### config.mk
export PLATFORM = sky130hd
export DESIGN_NAME = mem_responder
export DESIGN_NICKNAME = d
export VERILOG_FILES = /design/src/rtl/mem_responder.sv
export SDC_FILE = /design/constraint.sdc
export NUM_CORES = 2
export LEC_CHECK = 0
export BUFFER_PORTS_ARGS = -buffer_cell sky130_fd_sc_hd__buf_2
export CORE_ASPECT_RATIO = 1.1
export CORE_UTILIZATION = 38
export CTS_CLUSTER_SIZE = 20
export DETAILED_ROUTE_END_ITERATION = 8
export PLACE_DENSITY = 0.51
export SYNTH_ARGS = -nofsm -noshare
export SYNTH_HDL_FRONTEND = slang
export SYNTH_SLANG_ARGS = --single-unit
### constraint.sdc
create_clock -name clk -period 3.4 [get_ports clk]
set_input_delay 0.68 -clock clk [delete_from_list [all_inputs] [get_ports clk]]
set_output_delay 0.68 -clock clk [all_outputs]
set_load 0.005 [all_outputs]
### src/rtl/mem_responder.sv
// Wait-state memory responder for the shared instruction/data port.
// One access at a time: accept, count WAIT_STATES cycles, then a single-cycle ready pulse.
module mem_responder #(
   parameter int unsigned DEPTH_WORDS = 64,
   parameter int unsigned WAIT_STATES = 2,
   parameter string       INIT_FILE   = ""
) (
   input  logic        clk,
   input  logic        reset,
   input  logic        req,
   input  logic        we,
   input  logic [31:0] addr,
   input  logic [3:0]  be,
   input  logic [31:0] wdata,
   output logic [31:0] rdata,
   output logic        ready,
   output logic        err
);

   localparam int unsigned IDX_W    = (DEPTH_WORDS > 1) ? $clog2(DEPTH_WORDS) : 1;
   localparam logic [3:0]  CNT_LOAD = (WAIT_STATES == 0) ? 4'd0 : 4'(WAIT_STATES - 1);

   typedef enum logic [1:0] {
      S_IDLE = 2'd0,
      S_WAIT = 2'd1,
      S_RESP = 2'd2
   } state_t;

   state_t           state;
   logic [3:0]       cnt;
   logic [31:0]      mem [DEPTH_WORDS];

   logic             lat_we;
   logic             lat_err;
   logic [IDX_W-1:0] lat_idx;
   logic [3:0]       lat_be;
   logic [31:0]      lat_wdata;

   logic [IDX_W-1:0] req_idx_c;
   logic             req_err_c;
   logic             go_resp_c;
   logic             sel_we_c;
   logic             sel_err_c;
   logic [IDX_W-1:0] sel_idx_c;

   assign req_idx_c = addr[IDX_W+1:2];
   assign req_err_c = (addr[1:0] != 2'b00) || ({2'b00, addr[31:2]} >= 32'(DEPTH_WORDS));

   // Attributes of the access that enters RESP this edge: live inputs when
   // coming straight from IDLE (zero wait states), latched copies otherwise.
   always_comb begin
      go_resp_c = 1'b0;
      sel_we_c  = lat_we;
      sel_err_c = lat_err;
      sel_idx_c = lat_idx;
      if (state == S_IDLE) begin
         go_resp_c = req && (WAIT_STATES == 0);
         sel_we_c  = we;
         sel_err_c = req_err_c;
         sel_idx_c = req_idx_c;
      end else if (state == S_WAIT) begin
         go_resp_c = (cnt == 4'd0);
      end
   end

   always_ff @(posedge clk) begin
      if (reset) begin
         state <= S_IDLE;
         cnt   <= 4'd0;
         ready <= 1'b0;
         err   <= 1'b0;
         rdata <= 32'd0;
      end else begin
         ready <= 1'b0;
         err   <= 1'b0;
         if (go_resp_c) begin
            ready <= 1'b1;
            err   <= sel_err_c;
            if (!sel_we_c && !sel_err_c) begin
               rdata <= mem[sel_idx_c];
            end
         end
         case (state)
            S_IDLE: begin
               if (req) begin
                  state <= (WAIT_STATES == 0) ? S_RESP : S_WAIT;
                  cnt   <= CNT_LOAD;
               end
            end
            S_WAIT: begin
               if (cnt == 4'd0) begin
                  state <= S_RESP;
               end else begin
                  cnt <= cnt - 4'd1;
               end
            end
            S_RESP:  state <= S_IDLE;
            default: state <= S_IDLE;
         endcase
      end
   end

   // Request capture; fields are only consumed after an accept, so no reset needed.
   always_ff @(posedge clk) begin
      if (state == S_IDLE && req) begin
         lat_we    <= we;
         lat_err   <= req_err_c;
         lat_idx   <= req_idx_c;
         lat_be    <= be;
         lat_wdata <= wdata;
      end
   end

   // Write commits at the end of RESP unless reset abandons the access.
   always_ff @(posedge clk) begin
      if (!reset && state == S_RESP && lat_we && !lat_err) begin
         for (int i = 0; i < 4; i++) begin
            if (lat_be[i]) begin
               mem[lat_idx][8*i +: 8] <= lat_wdata[8*i +: 8];
            end
         end
      end
   end

endmodule

After elaboration in Yosys (flattened, before gate mapping):

Memory sizes are Yosys's and may differ from the RTL's. A register that Yosys moved wholly into a read port is not among the register bits.
Index checks and enable logic that the tools add are counted.

* $mul: 0
* shifts and indexed selects: 0
* reductions and logical operators: 18
* bitwise gates (word level): 1
* muxes and demuxes: 24
* eq/ne operators: 5
* order comparisons: 1
* add/subtract/negate cells: 1
* divide/modulo/power cells: 0

Operator list (number)
* 30-bit by 7-bit greater-or-equal comparator with 1-bit output, second input constant: 1
* 1-bit 2-to-1 mux: 17
* 4-bit 2-to-1 mux: 2
* 4-bit one-hot mux with 2 select lines: 1
* 6-bit 2-to-1 mux: 1
* 1-bit logical AND: 5
* 1-bit zero test: 4
* 4-bit zero test: 1
* 2-bit 2-to-1 mux: 2
* 2-bit != test, second input constant: 2
* 2-bit one-hot mux with 2 select lines: 1
* 2-bit AND reduction: 2
* 2-bit nonzero test: 2
* 4-bit by 1-bit subtractor with 4-bit output, second input constant: 1
* 3-bit AND reduction: 1
* 2-bit by 1-bit equality test with 1-bit output, second input constant: 1
* 2-bit equality test, second input constant: 1
* 2-bit zero test: 1
* 2-bit by 1-bit != test with 1-bit output, second input constant: 1
* 2-bit OR reduction: 1
* 1-bit logical OR: 1
* 1-bit NOT: 1

* register bits after elaboration: 52
* latch bits: 0
* bits in writable memories: 2048
* memory bits (read-only): 0
* bits of input ports: 72
* memories kept: 1

Memories
* mem: words 64, width 32, read ports 1, clocked after Yosys merged registers in 1, write ports 1, line 31 `logic [31:0] mem [DEPTH_WORDS];`

Logic depth before layout (Yosys ltp):

* word-level depth: 6
* depth in mapped cells: 12

Worst setup path before layout:

No wires, ideal clock.

* kind: input port to flip-flop
* start: in addr[2]
* end: reg rdata[30], read port of mem
* buffers on the path: 4
* data required time: 3.273 ns
* arrival: 2.402 ns
* setup slack: 0.871 ns
* stages: 11
* cells stage by stage: or3b_1 > and2_1 > buf_6 > buf_2 > buf_4 > buf_2 > nand2_1 > nand3_1 > nand4_1 > nand4_1 > or3_1

* longest elaborated chain between the ends: 6
* elaborated cells on any way between the ends: 7

Ends and longest elaborated chain
* from (decl): line 12 `input logic [31:0] addr,`
* 30-bit by 7-bit greater-or-equal comparator with 1-bit output: line 47 `assign req_err_c = (addr[1:0] != 2'b00) || ({2'b00, addr[31:2]} >= 32'(DEPTH_WORDS));`
* 1-bit logical OR: line 47
* 1-bit 2-to-1 mux: line 56 `if (state == S_IDLE) begin`
* 1-bit zero test: line 79 `if (!sel_we_c && !sel_err_c) begin`
* 1-bit logical AND: line 79
* 2-bit AND reduction (no source line)
* to (decl): line 15 `output logic [31:0] rdata,`

Several ways; a longest one is shown, not always the timed one.
A chain may end at the register's enable or synchronous reset.

Worst setup path in the final report:

* start: reg state[0]
* end: reg rdata[28], read port of mem

* longest elaborated chain between the ends: 5
* elaborated cells on any way between the ends: 11

Ends and longest elaborated chain
* from (decl): line 29 `state_t state;`
* from (signal assigned): line 86 `state <= (WAIT_STATES == 0) ? S_RESP : S_WAIT;`
* 2-bit zero test: line 56
* 1-bit 2-to-1 mux: line 56
* 1-bit zero test: line 79
* 1-bit logical AND: line 79
* 2-bit AND reduction (no source line)

Several ways; a longest one is shown, not always the timed one.

==> out/qor.txt <==
Routability Congestion - 0.8264
Pre-CTS setup slack - -72.76 ps
CTS H-tree lvls - 4
EDFF count, synth - 2092
Worst VDD drop - 0.4886 mV
IO Pins - 106
Fin util - 44.99%
CTS tree - done
Post-Synth Adder-Cell Area - 0.03028%
Global Route Usage Sum - 23.41%
Synth Area in Compound Gates - 4.623%
Worst-Margin Slew - 1204 ps
Layout cells sized above 1 - 15.30%
Root Driver - clkbuf_16
Syn avg cell area - 14.94 µm²
HP Class - input pin to flip-flop
F_max - 299.1 MHz
CP bufs+invs - 2
Post-route ant nets - 0
Clock Tree Buf Depth - 3
Grt total ovfl - 0
CP max FO - 10
Syn Std Cell Area - 0.08263 mm²
Slew margin rel. - 19.75%
Simple-gate portion of the synthesized area - 10.45%
Fin nets - 6142
Die area - 0.2193 mm²
Post-Synthesis Cells - 5530
Drt first pass iters - 6
Register bit count reported by yosys - 2132
Vias per cell - 5.470
Vias - 50110
Overall Power - 57.26 mW
Vias in the first global route - 48460
DR WL/cell - 28.32 µm
WL final - 259.4 mm
Synth cell types - 49
Core area - 0.2161 mm²
Area growth, synth to finish - 17.68%
HPWL Detailed - 165.0 mm
Final Hold Vio Count - 0
Post-synthesis mux area share - 5.954%
Critical path's top delay family - simple AND/OR/NAND/NOR gates
Max stage delay cell, worst path - or4_2
I/O Buffers - 105
Global-route wire length before repair - 365.5 mm
Placed insts - 8708
Worst Skew - 34.26 ps
Initial DRC count - 5514
Pwr/cell area - 588.9 mW/mm²
Static leakage - 33.23 nW
Post-synth top area share - 76.02%
Placement Cell Area - 0.09004 mm²
Initial antenna violation count - 27
Largest family of logic cells by synthesized area - simple AND/OR/NAND/NOR gates
Total CTS buffers - 216
Synth warn - 0
Top cells by area, synth - edfxtp_1 (76%), mux2i_1 (5.9%), nand2_1 (4.8%), a32oi_1 (2.7%), nor2_1 (2.0%)
Post-route cell area - 0.09724 mm²
Max-Cap Viols - 0
Critical path endpoint category - flip-flop
RSZ-0062 raised after global routing - false
Die X-Extent - 446.6 µm
Slowest stage delay, CP - 790 ps
Final worst slack - 56.72 ps
Crit-path cells - or2_0, buf_4, mux2_4, or4_2, nor2_4, buf_4, nand4_1, nand4_1, or3_1
CP Launch Type - flip-flop
Largest net degree at the start of global routing - 83
Clk sinks - 2132
Final setup viols - 0
Drt drc - 0
Initial Utilization - 38.23%
Critical Path AT - 4160 ps
Row cnt - 179
Synth Area in XOR/XNOR - 0.02120%
Tmin final - 3343 ps
Period utilisation layout - 98.33%
Finished Layout Cells - 9160
Max Slew Vio Count - 0
Die height - 491.1 µm
Clk_lat worst skew - 880 ps
Ys async rst share - 0%
Status - completed
Clock slew at reported path FFs - 60 ps
Crit Path Category - flip-flop to flip-flop
Ys flop type - edfxtp_1
CP required - 4220 ps
CTS-repair resized insts - 0
Synth area leader - edfxtp_1
Fill cell total of the finished layout - 19150
Seq/Total Area, Yosys - 76.99%
Mapped Nets - 5604
## cell usage after synthesis, types with 2 or more instances
cell type     n
edfxtp_1   2092
nand2_1    1057
mux2i_1     490
nor2_1      442
a32oi_1     257
nand3_1     252
clkbuf_1    197
nand4_1     188
o22ai_1     128
buf_2       105
o21ai_0      89
dfxtp_1      40
a21oi_1      35
or3_1        33
buf_1        18
buf_6        14
o21ai_1      13
buf_4        10
nor3_1        8
nand2b_1      7
inv_1         6
nor4_1        6
nor2_4        3
nor3b_1       3
or4_1         3
a222oi_1      2
and3_1        2
and3b_1       2
ha_1          2
nand3b_1      2
nor3_2        2
o31ai_1       2
or3b_1        2
or4b_2        2
xnor2_1       2
## worst register-to-register path: stages, from the launching register on
cell and delay (ps):
dfxtp_1 530, or2_0 300, buf_4 260, mux2_4 330
or4_2 800, nor2_4 200, buf_4 210, nand4_1 280
nand4_1 240, or3_1 130
## stage by stage
step / hold WS (ps) / TNS [ps]
global route: 45.57 / 0
CTS: 10.58 / 0
floorplan: 487.3 / 0
finish: 103.9 / 0
detailed placement: 523.7 / -114.4
global placement: 515.2 / -161.1
## layer usage
metal | vias up | GRT usage (%) | part of all wire (%)
met5 | - | 0 | 0.035
met4 | 14 | 8.949 | 3.9
met3 | 391 | 3.905 | 7.1
met2 | 1911 | 36.46 | 46
met1 | 25630 | 32.76 | 42
li1 | 22160 | - | -
## report_power, final
part           total (mW)  switching, mW  internal [mW]  leakage [nW]
logic                5.15           3.55           1.61          10.8
clock network        23.0           10.1           12.9          3.32
registers            29.1         0.0652           29.1          19.1
## timing repair
action	4_1_cts	5_1_grt
buffers inserted	0	0
hold buffers	38	0
endpoints found under the hold margin	38	0
endpoints found under the setup margin	0	0
## area by class of cell
cell class	instances	area, µm²	share of cell area, %
flip-flops and latches	2132	63620	65.43
multi-input cells	3047	17540	18.04
clock buffers	292	5912	6.080
repair buffers	664	5605	5.764
well taps	2896	3623	3.726
clock inverters	107	872.1	0.8968
diodes	15	37.54	0.03860
inverters	7	26.28	0.02702
## registers in the layout (all words and copies together) (netlist names)
register   flops
mem         2048
lat_wdata     32
rdata         32
lat_idx        6
cnt            4
lat_be         4
state          2
err            1
lat_err        1
lat_we         1
ready          1
## kinds of logic (layout without fill, tap and decap cells)
logic type / count (synthesis) / count (layout)
multiplexers: 491 / 491
XOR/XNOR: 2 / 2
adder cells (fa/ha/maj): 2 / 2
buffers and inverters: 351 / 1070
flip-flops: 2132 / 2132
AO/OA/AOI/OAI: 531 / 531
other: 0 / 15
AND/OR/NAND/NOR: 2021 / 2021
## worst paths after layout
kind | from | end | slack (ps) | cells past startpoint
worst min register to register | cnt[1]$_SDFFE_PP0P_ | cnt[1]$_SDFFE_PP0P_ | 540 | 2
worst max register to register | state[0]$_SDFFE_PP0P_ | rdata[28]$_SDFFE_PP0P_ | 60 | 9
worst max-delay path | state[0]$_SDFFE_PP0P_ | rdata[28]$_SDFFE_PP0P_ | 60 | 9
worst min-delay path | addr[5] | lat_idx[3]$_DFFE_PP_ | 100 | 1
## cell usage in the layout (no fill, tap or decap), drive strengths merged, types with 35 or more instances in the layout
cell / instances
dlygate4sd3: 38
o22ai: 128
o21ai: 102
nor2: 445
dfxtp: 40
mux2i: 490
nand3: 252
a21oi: 35
nand2: 1057
a32oi: 257
buf: 626
nand4: 189
edfxtp: 2092
clkinv: 85
clkbuf: 292
Power figures use the tool's default switching activity.
